--- src/rtl/lifo_arbiter.sv ---
// Round-robin arbiter sharing one LIFO buffer between several requesters,
// with a timed lock for exclusive back-to-back access and a registered pop response.
module lifo_arbiter #(
    parameter int data_width = 8,
    parameter int num_req    = 4,
    parameter int lock_max   = 16
) (
    input  logic                             clk,
    input  logic                             reset,
    input  logic [num_req-1:0]               req_valid,
    input  logic [num_req-1:0]               req_push,
    input  logic [num_req-1:0]               req_lock,
    input  logic [num_req*data_width-1:0]    req_data,
    output logic [num_req-1:0]               req_ready,
    output logic                             rsp_valid,
    output logic [$clog2(num_req)-1:0]       rsp_id,
    output logic [data_width-1:0]            rsp_data,
    output logic                             lifo_push,
    output logic                             lifo_pop,
    output logic [data_width-1:0]            lifo_w_data,
    input  logic                             lifo_empty,
    input  logic                             lifo_full,
    input  logic [data_width-1:0]            lifo_r_data,
    output logic                             lock_active,
    output logic [$clog2(num_req)-1:0]       lock_owner,
    output logic                             lock_timeout
);
    localparam int IDW = $clog2(num_req);
    localparam int CW  = $clog2(lock_max);

    typedef enum logic {ARB, LOCKED} state_e;

    state_e                state_q, state_d;
    logic [IDW-1:0]        rr_ptr_q, rr_ptr_d;
    logic [CW-1:0]         lock_cnt_q, lock_cnt_d;
    logic [IDW-1:0]        lock_owner_q, lock_owner_d;
    logic                  lock_timeout_q, lock_timeout_d;
    logic                  rsp_valid_q, rsp_valid_d;
    logic [IDW-1:0]        rsp_id_q, rsp_id_d;
    logic [data_width-1:0] rsp_data_q, rsp_data_d;

    logic [num_req-1:0]    elig;
    logic                  gnt_vld;
    logic [IDW-1:0]        gnt_id;
    logic                  gnt_push;
    logic                  gnt_lock;
    logic [IDW-1:0]        idx_w;
    logic [data_width-1:0] data_arr [num_req];

    // Grant selection: owner only while locked, otherwise first eligible from rr_ptr.
    always_comb begin
        elig = req_valid & ((req_push & {num_req{~lifo_full}})
                          | (~req_push & {num_req{~lifo_empty}}));
        gnt_vld = 1'b0;
        gnt_id  = '0;
        idx_w   = '0;
        if (state_q == LOCKED) begin
            gnt_vld = elig[lock_owner_q];
            gnt_id  = lock_owner_q;
        end else begin
            for (int k = num_req - 1; k >= 0; k--) begin
                idx_w = IDW'((int'(rr_ptr_q) + k) % num_req);
                if (elig[idx_w]) begin
                    gnt_vld = 1'b1;
                    gnt_id  = idx_w;
                end
            end
        end
        gnt_push = req_push[gnt_id];
        gnt_lock = req_lock[gnt_id];
    end

    always_ff @(posedge clk or negedge reset) begin
        if (!reset) begin
            state_q        <= ARB;
            rr_ptr_q       <= '0;
            lock_cnt_q     <= '0;
            lock_owner_q   <= '0;
            lock_timeout_q <= 1'b0;
            rsp_valid_q    <= 1'b0;
            rsp_id_q       <= '0;
            rsp_data_q     <= '0;
        end else begin
            state_q        <= state_d;
            rr_ptr_q       <= rr_ptr_d;
            lock_cnt_q     <= lock_cnt_d;
            lock_owner_q   <= lock_owner_d;
            lock_timeout_q <= lock_timeout_d;
            rsp_valid_q    <= rsp_valid_d;
            rsp_id_q       <= rsp_id_d;
            rsp_data_q     <= rsp_data_d;
        end
    end

    always_comb begin
        state_d        = state_q;
        rr_ptr_d       = rr_ptr_q;
        lock_cnt_d     = lock_cnt_q;
        lock_owner_d   = lock_owner_q;
        lock_timeout_d = 1'b0;
        rsp_valid_d    = gnt_vld & ~gnt_push;
        rsp_id_d       = rsp_valid_d ? gnt_id : rsp_id_q;
        rsp_data_d     = rsp_valid_d ? lifo_r_data : rsp_data_q;
        unique case (state_q)
            ARB: begin
                if (gnt_vld) begin
                    rr_ptr_d = (gnt_id == IDW'(num_req - 1)) ? '0 : gnt_id + 1'b1;
                    if (gnt_lock) begin
                        state_d      = LOCKED;
                        lock_owner_d = gnt_id;
                        lock_cnt_d   = '0;
                    end
                end
            end
            LOCKED: begin
                lock_cnt_d = lock_cnt_q + 1'b1;
                if (!req_lock[lock_owner_q]) begin
                    state_d      = ARB;
                    lock_owner_d = '0;
                    lock_cnt_d   = '0;
                end else if (lock_cnt_q == CW'(lock_max - 1)) begin
                    state_d        = ARB;
                    lock_timeout_d = 1'b1;
                    rr_ptr_d       = (lock_owner_q == IDW'(num_req - 1)) ?
                                     '0 : lock_owner_q + 1'b1;
                    lock_owner_d   = '0;
                    lock_cnt_d     = '0;
                end
            end
            default: state_d = ARB;
        endcase
    end

    always_comb begin
        for (int i = 0; i < num_req; i++) begin
            data_arr[i] = req_data[i*data_width +: data_width];
        end
        req_ready = '0;
        if (reset && gnt_vld) begin
            req_ready[gnt_id] = 1'b1;
        end
        lifo_push    = reset & gnt_vld & gnt_push;
        lifo_pop     = reset & gnt_vld & ~gnt_push;
        lifo_w_data  = lifo_push ? data_arr[gnt_id] : '0;
        rsp_valid    = rsp_valid_q;
        rsp_id       = rsp_id_q;
        rsp_data     = rsp_data_q;
        lock_active  = (state_q == LOCKED);
        lock_owner   = lock_owner_q;
        lock_timeout = lock_timeout_q;
    end

endmodule

--- config.mk ---
export PLATFORM = sky130hd
export DESIGN_NAME = lifo_arbiter
export DESIGN_NICKNAME = d
export VERILOG_FILES = /design/src/rtl/lifo_arbiter.sv
export SDC_FILE = /design/constraint.sdc
export NUM_CORES = 1
export LEC_CHECK = 0
export CORE_MARGIN = 4
export CORE_UTILIZATION = 41
export DETAILED_ROUTE_END_ITERATION = 8
export PLACE_DENSITY = 0.89
export SYNTH_ARGS = -nofsm -noshare
export SYNTH_HDL_FRONTEND = slang
export SYNTH_SLANG_ARGS = --single-unit
--- constraint.sdc ---
create_clock -name clk -period 3.3 [get_ports clk]
set_clock_uncertainty 0.05 [all_clocks]
set_input_delay 0.495 -clock clk [delete_from_list [all_inputs] [get_ports clk]]
set_output_delay 0.495 -clock clk [all_outputs]
set_load 0.05 [all_outputs]
## After elaboration in Yosys (flattened, before gate mapping)

Cells that the tools add are included.

| operators by class | value |
|---|---|
| reductions and logical operators | 5 |
| order comparisons | 8 |
| multiplexer cells | 57 |
| bitwise logic cells | 14 |
| add/subtract/negate cells | 6 |
| equality and inequality tests | 8 |

Operators by type and width:

| cell | count |
|---|---|
| 2-bit 2-to-1 mux | 14 |
| 8-bit 2-to-1 mux | 3 |
| 1-bit 2-to-1 mux | 21 |
| 4-bit 2-to-1 mux | 5 |
| 2-bit by 3-bit < comparator with 1-bit output (second input constant) | 6 |
| 1-bit binary-select mux with 2-bit select | 8 |
| 8-bit binary-select mux with 2-bit select | 1 |
| 4-bit bitwise AND | 3 |
| 2-bit one-hot mux with 2 select lines | 2 |
| 4-bit one-hot mux with 2 select lines | 1 |
| 2-bit by 1-bit adder with 2-bit output (second input constant) | 3 |
| 3-bit AND reduction | 2 |
| 2-bit adder (second input constant) | 2 |
| 4-bit by 1-bit adder with 4-bit output (second input constant) | 1 |
| 1-bit bitwise AND | 4 |
| 2-bit equality test (second input constant) | 2 |
| 4-bit equality test (second input constant) | 1 |
| 2-bit by 1-bit inequality test with 1-bit output (second input constant) | 2 |
| 2-bit inequality test (second input constant) | 2 |
| 1-bit inverter | 4 |
| 4-bit inverter | 1 |
| 4-bit OR | 1 |
| 3-bit greater-or-equal comparator (second input constant) | 1 |
| 3-bit by 2-bit inequality test with 1-bit output (second input constant) | 1 |
| other kinds (6) | 7 |

| word-level totals | value |
|---|---|
| input bits | 56 |
| bits in registers | 21 |

## Logic depth before layout (Yosys ltp)

Gate-level depths: netlist of run 1.

| logic depth | value |
|---|---|
| word-level depth | 16 |
| depth in mapped cells | 10 |

## Worst setup path before layout of run 1

OpenSTA, ideal clock, no wires.

| timing path | value |
|---|---|
| path kind | input to output |
| start point | input req_push[0] |
| end point | output lifo_w_data[0] |
| setup slack | -0.367 ns |
| data required time | 2.755 ns |
| arrival | 3.122 ns |
| stages on the path | 7 |
| buffers on the path | 0 |
| path through | mux2i_2 -> a311oi_1 -> o2111a_1 -> a2111oi_0 -> a211oi_1 -> nor3_2 -> and2_1 |

| between the ends | value |
|---|---|
| elaborated cells on any way between the ends | 34 |

RTL lines:

| element | RTL line | source |
|---|---|---|
| from (decl) | 11 | `input logic [num_req-1:0] req_push,` |
| 4-bit inverter | 53 | `\| (~req_push & {num_req{~lifo_empty}}));` |
| 4-bit bitwise AND | 53 |  |
| 4-bit OR | 53 |  |
| 4-bit bitwise AND | 52 | `elig = req_valid & ((req_push & {num_req{~lifo_full}})` |
| 1-bit binary-select mux with 2-bit select | 63 | `if (elig[idx_w]) begin` |
| 1-bit 2-to-1 mux (not written as such) | 63 |  |
| 2-bit 2-to-1 mux (4 in a row) | 63 |  |
| 2-bit 2-to-1 mux | 57 | `if (state_q == LOCKED) begin` |
| 1-bit binary-select mux with 2-bit select | 69 | `gnt_push = req_push[gnt_id];` |
| 1-bit 2-to-1 mux (not written as such) | 69 |  |
| 1-bit bitwise AND * | 142 | `lifo_push = reset & gnt_vld & gnt_push;` |
| net lifo_push | 18 | `output logic lifo_push,` |
| 8-bit 2-to-1 mux * | 144 | `lifo_w_data = lifo_push ? data_arr[gnt_id] : '0;` |
| to (decl) | 20 | `output logic [data_width-1:0] lifo_w_data,` |

The timed path passes the listed nets; every way through them passes the cells marked *. The select of a mux whose other input is x is not followed.

## Worst setup path in the final report of run 1

| timing path | value |
|---|---|
| start point | input req_push[3] |
| end point | output lifo_w_data[7] |

| between the ends | value |
|---|---|
| longest elaborated chain between the ends | 16 |
| elaborated cells on any way between the ends | 34 |

Ends and longest elaborated chain:

| element | RTL line |
|---|---|
| 4-bit inverter | 53 |
| 4-bit bitwise AND | 53 |
| 4-bit OR | 53 |
| 4-bit bitwise AND | 52 |
| 1-bit binary-select mux with 2-bit select | 63 |
| 1-bit 2-to-1 mux (not written as such) | 63 |
| 2-bit 2-to-1 mux (4 in a row) | 63 |
| 2-bit 2-to-1 mux | 57 |
| 2-bit inverter with 3-bit output (not written as such) | 144 |
| 8-bit binary-select mux with 2-bit select | 144 |
| 8-bit 2-to-1 mux (not written as such) (2 in a row) | 144 |
| 8-bit 2-to-1 mux * | 144 |

Every way passes the cells marked *; elsewhere a longest branch is shown, timed or not. The select of a mux whose other input is x is not followed.

==> results of run 1 <==
-- final cells by class --
| cell class | instances | area, µm² | share of cell area (%) |
|---|---|---|---|
| well taps | 50 | 62.6 | 1.88 |
| repair buffers | 129 | 1260 | 38.1 |
| inverters | 14 | 65.1 | 1.96 |
| multi-input cells | 136 | 1350 | 40.7 |
| repair inverters | 1 | 7.51 | 0.226 |
| clock buffers | 4 | 45.0 | 1.36 |
| flip-flops and latches | 21 | 526 | 15.8 |
-- metal layers --
layer / global-route usage [%] / routed length [µm] / vias up
met5: 0 / 0 / -
li1: - / - / 929
met1: 29.2 / 2850 / 1043
met2: 45.7 / 4160 / 165
met3: 4.92 / 835 / 31
met4: 1.81 / 267 / 0
-- through the flow --
step	setup WS (ns)	std cells
after floorplan	-0.0549	176
after global placement	-0.530	336
after detailed placement	-0.562	336
after CTS	0.000481	345
after global routing	-0.163	355
final	-0.0705	355
-- cell families after synthesis --
group,Yosys count,synth area share [%]
adders and majority gates,6,4.26
muxes,27,24.2
buffers and inverters,20,5.11
AOI/OAI and AO/OA,50,21.9
DFF,21,29.8
and+or+nand+nor,52,14.8
-- state kept, by name, summed over array words and instances, names as in the netlist --
register      cells
rr_ptr_q          2
lock_cnt_q        4
lock_owner        2
rsp_valid         1
rsp_id            2
lock_active       1
rsp_data          8
lock_timeout      1
-- cell usage after synthesis, drive strengths merged --
master	count
nor3	3
a41oi	1
buf	2
a31o	3
o2111ai	1
a2111oi	3
a32oi	1
dfrtp	21
a2111o	1
nand2b	1
nor2b	2
a21oi	5
mux2	11
o2111a	1
o21bai	1
a311oi	1
nand3	1
a211o	5
o211a	1
o22ai	2
nand4b	1
ha	6
a21o	1
a211oi	4
and2	10
o211ai	2
nor2	8
a32o	2
mux4	9
clkbuf	4
and3	3
nand2	20
a41o	1
a22oi	2
o31ai	1
o21ai	7
mux2i	7
a22o	1
or2	3
a31oi	2
inv	14
o311ai	1
-- worst paths after layout --
check | end | slack, ns | depth (start not counted)
setup / recovery | lifo_w_data[7] | -0.07 | 12
hold / removal | rsp_data[4]$_DFFE_PN0P_ | 0.47 | 1
setup reg to reg | rsp_data[6]$_DFFE_PN0P_ | 0.45 | 11
hold reg to reg | rsp_data[4]$_DFFE_PN0P_ | 0.47 | 1
max in group asynchronous | lock_active$_DFF_PN0_ | 2.30 | 2
min in group asynchronous | rsp_data[0]$_DFFE_PN0P_ | 0.65 | 2
-- where the power goes --
part / internal [mW] / switching [mW] / leakage (nW)
Clock: 0.0858 / 0.0812 / 0.0228
Combinational: 1.12 / 1.36 / 1.17
Sequential: 0.369 / 0.118 / 0.262
-- repair_timing --
item,4_1_cts,5_1_grt
gates cloned,2,0
endpoints found under the setup margin,24,13
buffers inserted,3,12
gates resized for setup,62,47
pin swaps,13,15
==> results by group, run 1 <==
Critical path
  – CP Buf/Inv Count: 5
  – Worst Setup Start Kind: input port
  – RR Startpoint: rr_ptr_q[1]$_DFFE_PN0P_
  – Critical Path End Type: primary output
  – Max stage delay on crit path: 0.37 ns
  – CP delay by family, top: compound AO/OA/AOI/OAI gates
  – CP most frequent cell: buf_4
  – Kind of critical path: input port to primary output
  – Arrival time at the worst endpoint: 2.83 ns
  – CP max FO: 5
  – Crit-path cells: buf_4, mux2i_4, a22oi_2, o211ai_1, buf_4, a2111oi_4, buf_4, a211oi_4, buf_6, nor3_4, and2_4, buf_6
  – Critical Path Start: req_push[3]
  – CP required: 2.75 ns
  – Slowest stage cell, crit path: a2111oi_4

Logic synthesis
  – Synth Instances: 176
  – Syn_area_per_cell: 10.0 µm²
  – Register area share after synthesis: 29.8%
  – Mapped Nets: 238
  – Ranking of synthesized cells by area: dfrtp_1 (30%), mux4_2 (11%), mux2_4 (6.0%)
  – Synth warn: 0
  – Yosys top cell area share: 29.8%
  – Synth Register Bits: 21
  – Mapped Area: 0.00176 mm²
  – Synth cell types: 51
  – Area leader, netlist: dfrtp_1

Layout
  – Most common cell after layout, fill and taps aside: clkdlybuf4s50_1
  – Design area: 0.00332 mm²
  – Commonest non-fill, non-tap cells in the layout: clkdlybuf4s50_1 (60), buf_4 (42), dfrtp_1 (21), nand2_1 (19), buf_6 (13)
  – Layout Area Growth over Synthesis: 88.2%
  – Layout cells sized above 1: 41.6%
  – Ant diodes: 0
  – Final Util: 81.3%
  – Fillers: 196
  – Final nets: 368

Clock network
  – Clock transition at path regs: 0.07 ns
  – TritonCTS clock tree: yes
  – Cts bufs inserted: 3
  – Clk_lat worst skew: 0.26 ns
  – Clk sink count: 21
  – Hold-fix buffers at CTS: 0
  – H-tree depth: 1
  – Longest Clk Path Bufs: 2
  – CTS Root Buffer Type: clkbuf_8

Routing
  – Vias per Instance: 6.11
  – First-pass detailed-route iteration total: 5
  – Total Wirelength: 8110 µm
  – DRT antenna net count: 0
  – Number of remaining DRC errors: 0
  – Vias after detailed routing: 2168
  – Wire per inst: 22.9 µm
  – DRT iter0 DRCs: 200

Pwr
  – Leak: 1.46 nW
  – Total power: 3.13 mW
  – Power per cell area: 944 mW/mm²
  – VDD IR max: 0.469 mV

Worst hold path
  – Worst hold start: rsp_data[4]$_DFFE_PN0P_
  – Worst min path class: flop to flop

Global route
  – Initial antenna violation count: 0
  – Tot GR Track Use: 24.2%
  – GRT Residual Overflow: 0
  – Global-route wire length before repair: 10200 µm
  – Largest net degree at the start of global routing: 26
  – Number of global-route vias before repair: 2026

Placed design
  – Port bufs: 84
  – GPL Wtd Cong: 0.855
  – Placed Area: 0.00288 mm²
  – Detail Placement HPWL: 4760 µm

Floorplan
  – Die Wd: 73.6 µm
  – Core box area: 0.00409 mm²
  – Initial core utilization: 43.2%
  – I/O pins: 85
  – DIE AREA: 0.00542 mm²
  – Cell Rows: 23
  – Chip height: 73.6 µm

Run
  – Max Cap Viol: 0

Timing
  – Fin crit share: 102%
  – Fin. max-slew vios: 0
  – Final min period: 3.37 ns
  – Hold_ws: 0.466 ns
  – Fin. Hold Viols: 0
  – Fin worst setup slack: -0.0705 ns
  – Setup TNS: -0.332 ns
  – Fmax: 297 MHz
  – RSZ-0062 raised after global routing: yes
  – Max-Slew Margin vs Limit: 52.6%
  – Setup Viol. Count Final: 6
  – Worst slew pin tran: 0.693 ns

Run status
  – Outcome: complete, but fails checks
  – Failing checks: setup timing
Power figures use the tool's default switching activity.
==> run 2, diff against run 1 <==
CORE_ASPECT_RATIO = 0.75   (was unset)
GPL_TIMING_DRIVEN = 0   (was unset)
==> results by group, run 2 (synthesis results as in run 1) <==
Critical path
  – Kind of critical path: input port to primary output
  – Arrival time at the worst endpoint: 3.00 ns (+0.17 ns)
  – Worst Setup Start Kind: input port
  – CP max FO: 6 (+1)
  – Critical Path Start: req_push[0]
  – Critical Path End Type: primary output
  – CP required: 2.75 ns (about the same)
  – RR Startpoint: rr_ptr_q[1]$_DFFE_PN0P_

Pwr
  – Leak: 1.38 nW (-5.1%)
  – Switching portion of total power: 52.5% (+2.6 points)
  – Total power: 3.25 mW (+3.6%)
  – Sequential Power Share: 15.2% (-0.3 points)
  – Clock Power Share: 5.6% (+0.3 points)
  – Logic pwr share: 79.2% (about the same)
  – VDD IR max: 0.759 mV (+62%)
  – P_int: 1.54 mW (-1.9%)
  – Power per cell area: 1020 mW/mm² (+8.5%)
  – Net Sw Power: 1.70 mW (+9.1%)

Floorplan
  – Cell Rows: 20 (-13%)
  – I/O pins: 85 (unchanged)
  – DIE AREA: 0.00543 mm² (+0.21%)
  – Initial core utilization: 43.0% (-0.18 points)
  – Die Wd: 83.7 µm (+14%)
  – Chip height: 64.8 µm (-12%)
  – Core box area: 0.00410 mm² (+0.43%)

Run status
  – Outcome: complete, but fails checks
  – Failing checks: setup timing

Timing
  – Fin crit share: 107% (+5.3 points)
  – Fmax: 282 MHz (-5.0%)
  – Max-Slew Margin vs Limit: 22.5% (-30 points)
  – Worst slew pin tran: 1.16 ns (+0.467 ns)
  – Final min period: 3.55 ns (+0.176 ns)
  – Setup Viol. Count Final: 13 (+7)
  – Fin. Hold Viols: 0 (unchanged)
  – Fin worst setup slack: -0.247 ns (-0.176 ns)
  – Fin. max-slew vios: 0 (unchanged)
  – RSZ-0062 raised after global routing: yes

Layout
  – Final Util: 77.3% (-4.0 points)
  – Max reg flops: 8 (unchanged)
  – Layout cells sized above 1: 38.1% (-3.5 points)
  – Commonest non-fill, non-tap cells in the layout: clkdlybuf4s50_1 (59), buf_4 (25), dfrtp_1 (21), nand2_1 (19), inv_1 (12)
  – Ant diodes: 0 (unchanged)
  – Fillers: 206 (+5.1%)
  – Most common cell after layout, fill and taps aside: clkdlybuf4s50_1
  – Final nets: 354 (-3.8%)
  – Layout Area Growth over Synthesis: 79.7%

Worst hold path
  – Worst min path class: input port to asynchronous set/reset pin

Routing
  – DRT iter0 DRCs: 502 (+150%)
  – Wire per inst: 29.0 µm (+27%)
  – Total Wirelength: 10000 µm (+23%)
  – DRT antenna net count: 0 (unchanged)
  – Vias after detailed routing: 2331 (+7.5%)
  – First-pass detailed-route iteration total: 7 (+2)
  – Number of remaining DRC errors: 0 (unchanged)
  – Vias per Instance: 6.74 (+10%)

Clock network
  – Cts bufs inserted: 3 (unchanged)
  – TritonCTS clock tree: yes
  – Longest Clk Path Bufs: 2 (unchanged)
  – Clock transition at path regs: 0.09 ns (+0.02 ns)
  – Clk_lat worst skew: 0.28 ns (+0.02 ns)
  – CTS Root Buffer Type: clkbuf_8
  – Clk sink count: 21 (unchanged)
  – H-tree depth: 1 (unchanged)

Global route
  – Global-route wire length before repair: 13000 µm (+27%)
  – Largest net degree at the start of global routing: 27 (+3.8%)
  – Initial antenna violation count: 0 (unchanged)
  – Tot GR Track Use: 31.0% (+6.8 points)
  – Number of global-route vias before repair: 2161 (+6.7%)
  – GRT Residual Overflow: 0 (unchanged)

Placed design
  – Port bufs: 84 (unchanged)
  – Detail Placement HPWL: 4810 µm (+1.2%)
  – GPL Wtd Cong: 0.871 (+2.0%)

Run
  – Max Cap Viol: 0 (unchanged)
run 2: power groups by stage:
stage / Combinational [mW] / Sequential, mW / Clock, mW
6_report: 2.57 / 0.493 / 0.183
5_1_grt: 2.63 / 0.500 / 0.192
4_1_cts: 2.14 / 0.462 / 0.168
3_5_place_dp: 1.85 / 0.467 / 0
3_3_place_gp: 1.81 / 0.459 / 0
2_1_floorplan: 1.03 / 0.741 / 0
run 2: worst max-delay path, stage by stage:
cell      delay [ns]
buf_12          0.11
mux2i_4         0.19
buf_6           0.14
a2111o_1        0.48
o211ai_1        0.26
a211o_1         0.27
buf_8           0.18
a211oi_4        0.09
buf_6           0.14
nor3_4          0.27
and2_4          0.22
buf_8           0.14
run 2: through the flow:
stage / std cells / hold slack, ns / instance area [µm²] / worst slack [ns] / setup TNS [ns]
floorplan: 176 / 0.149 / 1790 / -0.0549 / -0.439
global placement: 315 / 0.429 / 2700 / -1.30 / -19.99
detailed placement: 315 / 0.442 / 2700 / -1.35 / -20.96
CTS: 333 / 0.457 / 2960 / 0.0144 / 0
global route: 346 / 0.483 / 3170 / -0.263 / -2.80
finish: 346 / 0.387 / 3170 / -0.247 / -2.62
run 2: worst paths after layout:
check	endpoint	cells after the start	slack [ns]
max in group asynchronous	rr_ptr_q[1]$_DFFE_PN0P_	1	2.11
min in group clk	rsp_data[5]$_DFFE_PN0P_	1	0.48
max	lifo_w_data[5]	12	-0.25
max reg2reg	lock_owner[0]$_DFFE_PN0P_	8	0.25
min reg2reg	rsp_data[5]$_DFFE_PN0P_	1	0.48
min	rsp_data[7]$_DFFE_PN0P_	1	0.39
run 2: final cells by class:
class | count | area (µm²) | share of cell area, %
well taps | 55 | 68.8 | 2.17
clock buffers | 4 | 45.0 | 1.42
flip-flops and latches | 21 | 526 | 16.6
plain buffers | 6 | 46.3 | 1.46
repair inverters | 1 | 8.76 | 0.276
inverters | 14 | 65.1 | 2.05
repair buffers | 109 | 1060 | 33.4
multi-input cells | 136 | 1350 | 42.6
run 2: layer usage:
layer,up-vias,track usage (%),wire [µm]
met5,-,0,0
met2,268,55.8,4440
met3,81,8.77,1180
met4,0,6.22,753
met1,1079,37.4,3640
li1,903,-,-
run 2: repair_timing:
action / 4_1_cts / 5_1_grt
gates cloned: 2 / 0
hold buffers: 0 / 0
pin swaps: 16 / 17
resized for setup: 143 / 54
buffers inserted: 13 / 13
setup endpoints to repair: 22 / 14
